$ cat config.mk
export PLATFORM = sky130hd
export DESIGN_NAME = branch_predictor
export DESIGN_NICKNAME = d
export VERILOG_FILES = /design/src/rtl/branch_predictor_pkg.sv /design/src/rtl/branch_predictor_sat_counter.sv /design/src/rtl/branch_predictor.sv
export SDC_FILE = /design/constraint.sdc
export NUM_CORES = 1
export LEC_CHECK = 0
export BUFFER_PORTS_ARGS = -buffer_cell sky130_fd_sc_hd__clkbuf_2
export CORE_ASPECT_RATIO = 0.8
export CORE_MARGIN = 2
export CORE_UTILIZATION = 61
export CTS_CLUSTER_SIZE = 12
export DETAILED_ROUTE_END_ITERATION = 6
export GPL_TIMING_DRIVEN = 1
export PLACE_DENSITY_LB_ADDON = 0.05
export SYNTH_ARGS = -nofsm -noshare
export SYNTH_HDL_FRONTEND = slang
export SYNTH_SLANG_ARGS = --single-unit
$ cat constraint.sdc
create_clock -name clk -period 8 [get_ports clk]
set_input_delay 1.2 -clock clk [delete_from_list [all_inputs] [get_ports clk]]
set_output_delay 1.2 -clock clk [all_outputs]
set_load 0.1 [all_outputs]
$ cat src/rtl/branch_predictor_pkg.sv
// Shared types for the fetch-stage branch predictor: 2-bit direction counter,
// BTB entry layout and the saturating counter step function.
package branch_predictor_pkg;

  localparam int XLEN = 32;
  typedef logic [XLEN-1:0] uintx_t;

  typedef logic [1:0] ctr_t;

  localparam ctr_t CTR_SNT = 2'b00;
  localparam ctr_t CTR_WNT = 2'b01;
  localparam ctr_t CTR_WT  = 2'b10;
  localparam ctr_t CTR_ST  = 2'b11;

  // Tag is held right-justified at full width; the constant-zero upper bits
  // are trimmed by synthesis, which keeps this struct independent of ENTRIES.
  typedef struct packed {
    logic   valid;
    uintx_t tag;
    uintx_t target;
    ctr_t   ctr;
  } btb_entry_t;

  function automatic ctr_t ctr_next(input ctr_t ctr, input logic taken);
    ctr_t nxt;
    nxt = ctr;
    if (taken) begin
      if (ctr != CTR_ST) nxt = ctr + 2'b01;
    end else begin
      if (ctr != CTR_SNT) nxt = ctr - 2'b01;
    end
    return nxt;
  endfunction

endpackage

$ cat src/rtl/branch_predictor_sat_counter.sv
// 2-bit saturating direction counter next-state logic, shared with any
// future history-table predictor.
module bp_sat_counter
  import branch_predictor_pkg::*;
(
  input  logic [1:0] i_ctr,
  input  logic       i_taken,
  output logic [1:0] o_ctr
);

  assign o_ctr = ctr_next(i_ctr, i_taken);

endmodule

$ cat src/rtl/branch_predictor.sv
// Direct-mapped BTB with per-entry 2-bit direction counter. Lookup is
// combinational and reads pre-update state; updates and flush are registered.
module branch_predictor
  import branch_predictor_pkg::*;
#(
  parameter int ENTRIES = 16
) (
  input  logic            clk,
  input  logic            rst,
  input  logic [XLEN-1:0] i_lookup_pc,
  output logic            o_pred_hit,
  output logic            o_pred_taken,
  output logic [XLEN-1:0] o_pred_target,
  input  logic            i_upd_valid,
  input  logic [XLEN-1:0] i_upd_pc,
  input  logic            i_upd_taken,
  input  logic [XLEN-1:0] i_upd_target,
  input  logic            i_flush
);

  localparam int IDX_W = $clog2(ENTRIES);

  btb_entry_t r_btb [ENTRIES];

  logic [IDX_W-1:0] w_lk_idx;
  logic [IDX_W-1:0] w_up_idx;
  uintx_t           w_lk_tag;
  uintx_t           w_up_tag;
  btb_entry_t       w_lk_ent;
  btb_entry_t       w_up_ent;
  logic             w_up_hit;
  ctr_t             w_up_ctr_next;

  // Instructions are 4-byte aligned, so pc[1:0] never selects anything.
  assign w_lk_idx = i_lookup_pc[IDX_W+1:2];
  assign w_lk_tag = uintx_t'(i_lookup_pc >> (IDX_W + 2));
  assign w_up_idx = i_upd_pc[IDX_W+1:2];
  assign w_up_tag = uintx_t'(i_upd_pc >> (IDX_W + 2));

  assign w_lk_ent = r_btb[w_lk_idx];
  assign w_up_ent = r_btb[w_up_idx];

  assign o_pred_hit    = w_lk_ent.valid && (w_lk_ent.tag == w_lk_tag);
  assign o_pred_taken  = o_pred_hit && w_lk_ent.ctr[1];
  assign o_pred_target = o_pred_hit ? w_lk_ent.target : '0;

  assign w_up_hit = w_up_ent.valid && (w_up_ent.tag == w_up_tag);

  bp_sat_counter u_sat_counter (
    .i_ctr   (w_up_ent.ctr),
    .i_taken (i_upd_taken),
    .o_ctr   (w_up_ctr_next)
  );

  always_ff @(posedge clk or negedge rst) begin
    if (!rst) begin
      for (int i = 0; i < ENTRIES; i++) begin
        r_btb[i] <= '{valid: 1'b0, tag: '0, target: '0, ctr: CTR_WNT};
      end
    end else if (i_flush) begin
      // Counters survive a flush; only allocation re-seeds them.
      for (int i = 0; i < ENTRIES; i++) begin
        r_btb[i].valid <= 1'b0;
      end
    end else if (i_upd_valid) begin
      if (w_up_hit) begin
        r_btb[w_up_idx].ctr <= w_up_ctr_next;
        if (i_upd_taken) r_btb[w_up_idx].target <= i_upd_target;
      end else if (i_upd_taken) begin
        r_btb[w_up_idx] <= '{valid: 1'b1, tag: w_up_tag, target: i_upd_target, ctr: CTR_WT};
      end
    end
  end

endmodule

==> results.json <==
{
  "syn-num-nets": 3226,
  "fp.dieH_microns": 260,
  "skew_ps": 20.9,
  "status": "finished clean",
  "place_area_sq_um": 51000,
  "fin_crit_sh_pct": 82.0,
  "design_area_sq_um": 54100,
  "start_kind": "input port",
  "final.min_clock_period_ps": 6560,
  "drt-initial-drc-count": 2815,
  "largest_reg_flops": 976,
  "drt_pass1_iterations": 5,
  "post_cts_resized": 0,
  "peakVddDrop_mv": 0.213,
  "io_pins": 135,
  "fmax_ghz": 0.153,
  "grt_max_degree": 200,
  "fin_cells": 4288,
  "yosysWarningCount": 0,
  "largestRegisters": "r_btb: 976 flops",
  "grtUsageTotal_pct": 32.0,
  "ys.flop_type": "dfrtp_1",
  "final-setup-viol-count": 0,
  "cts-root-buf": "clkbuf_16",
  "synth_area_leaders": "dfrtp_1, mux4_2, mux2_2",
  "core_sq_um": 80800,
  "rows": 93,
  "grt_pass1_vias": 30982,
  "dp.cells": 4120,
  "seq_area_frac_synth_pct": 49.0,
  "clkLatencyLatePin_ps": 670,
  "finalMaxSlewViolations": 0,
  "gp_congestion": 0.845,
  "regArea_sq_um": 24400,
  "multi_input_area_sq_um": 23800,
  "synth_top_area_cell": "dfrtp_1",
  "min_path_type": "reg2reg",
  "synth_edf_count": 0,
  "floorplan.initialDensity_pct": 61.8,
  "clk_pin_slew_worst_paths_ps": 60,
  "finalHoldViolCount": 0,
  "critPathMaxFanout": 54,
  "clockBufferDepth": 3,
  "synthDistinctLibCells": 70,
  "drt-vias-per-instance": 6.77,
  "fin_nets": 3229,
  "powerDensity_nw_per_um2": 228,
  "place.port_buffers": 130,
  "synth_most_common_cell": "dfrtp_1",
  "num_vias": 29050,
  "synthArstFlopShare_pct": 100,
  "ctsHoldBuffers": 0,
  "synth.cell_area_sq_um": 49900,
  "p_leak_nw": 25.2,
  "grt_first_pass_wirelength_microns": 199000,
  "num-fill-cells": 5528,
  "die_w_microns": 324,
  "die_area_sq_um": 84200,
  "reg2regPathDepth": 11,
  "cts_setup_buffers": 0,
  "end_kind": "primary output",
  "critPathRequiredTime_ps": 6800,
  "cts-buffers-inserted": 98,
  "ant_nets": 0,
  "whs_path_depth": 1,
  "setup_tns_ps": 0,
  "h-tree-depth": 3,
  "rsz0062_at_grt": "false",
  "worstSetupPathType": "in2out",
  "crit_path_top_delay_cell": "mux4_2",
  "drcViolationCount": 0,
  "syn_inst": 3125,
  "cp_cell_sequence": "buf_8 > buf_12 > mux4_2 > mux4_2 > xnor2_1 > nand4_1 > nor3_1 > nand4_1 > buf_4 > nor2b_1 > clkbuf_2",
  "drive_above_1_share_pct": 53.5,
  "max_stage_delay_ps": 560,
  "worst_pin_slew_ps": 1140,
  "grt_overflow": 0,
  "ys_top_cells_by_count": "dfrtp_1, mux2_2, mux4_2",
  "routedWlPerCell_microns": 30.5,
  "fin_util_pct": 66.9,
  "rrSetupSlack_ps": 2770,
  "synth_seq_cells": 976,
  "area_delta_synth_final_pct": 8.26,
  "antenna_found_initial": 9,
  "drv_cap": 0,
  "wl_microns": 131000,
  "dp_hpwl_microns": 75700,
  "tritoncts": "done",
  "clkSinkCount": 976,
  "slew_headroom_pct": 24.3,
  "synth.avg_cell_area_sq_um": 16.0,
  "max_flop_register": "r_btb",
  "arrival_ps": 5360,
  "netlist.area_leader.share_pct": 48.1
}
==> metrics by stage <==
stage | power, mW | hold WS, ps | worst slack, ps
6_report | 12.3 | 502 | 1440
2_1_floorplan | 7.37 | 463 | 1380
5_1_grt | 12.8 | 509 | 1180
3_5_place_dp | 7.98 | 490 | 1220
3_3_place_gp | 7.84 | 482 | 1270
4_1_cts | 12.4 | 504 | 1460
==> cells in the final DEF, fill, tap and decap left out, types with 37 or more instances in the layout <==
| cell type | synthesis | routed |
|---|---|---|
| mux2i_1 | 94 | 94 |
| inv_1 | 37 | 37 |
| clkbuf_16 | 0 | 98 |
| mux2_4 | 190 | 190 |
| mux2_2 | 744 | 744 |
| nor2b_1 | 45 | 45 |
| mux4_2 | 375 | 375 |
| dfrtp_1 | 960 | 960 |
| clkbuf_2 | 0 | 122 |
| buf_4 | 26 | 54 |
| nand2_1 | 49 | 46 |
==> critical path: cells and delay by family <==
kind	cells	cell delay [ps]
buffers and inverters	4	1640
multiplexers	2	1040
AND/OR/NAND/NOR	4	940
XOR/XNOR	1	420
==> kinds of logic after synthesis <==
family,Yosys count,synth area share (%)
compound gates,135,2.11
xor+xnor,53,0.930
fa+ha+maj,1,0.0200
buf+inv,326,3.59
flops,976,49.0
mux,1409,41.6
simple gates,225,2.80
==> where the power goes <==
group / leakage (nW) / switching, mW / internal, mW / total (mW)
Combinational: 10.8 / 0.794 / 1.15 / 1.94
Clock: 1.48 / 1.92 / 2.49 / 4.41
Sequential: 12.9 / 0.408 / 5.57 / 5.98
==> per-layer routing <==
layer	vias to the layer above	global-route usage, %	wire [microns]
met3	242	7.75	10300
met5	-	0	65
li1	11823	-	-
met4	10	9.01	3590
met2	1041	47.3	60000
met1	15934	47.8	56800
==> path summary, 6_finish.rpt <==
path | end | startpoint
max | o_pred_target[16] | i_lookup_pc[2]
min | r_btb[831] | r_btb[831]
max reg2reg | r_btb[980] | r_btb[444]
min reg2reg | r_btb[831] | r_btb[831]
max in group asynchronous | r_btb[572] | rst
min in group asynchronous | r_btb[511] | rst
==> layout make-up <==
class	instances	share of cell area [%]
sequential	976	45.2
multi-input combinational	1823	44.0
clock buffer	151	5.33
tap	1092	2.53
timing repair buffer	192	2.40
inverter	37	0.257
clock inverter	13	0.250
antenna	4	0.0185
(Power assumes the default switching activity.)
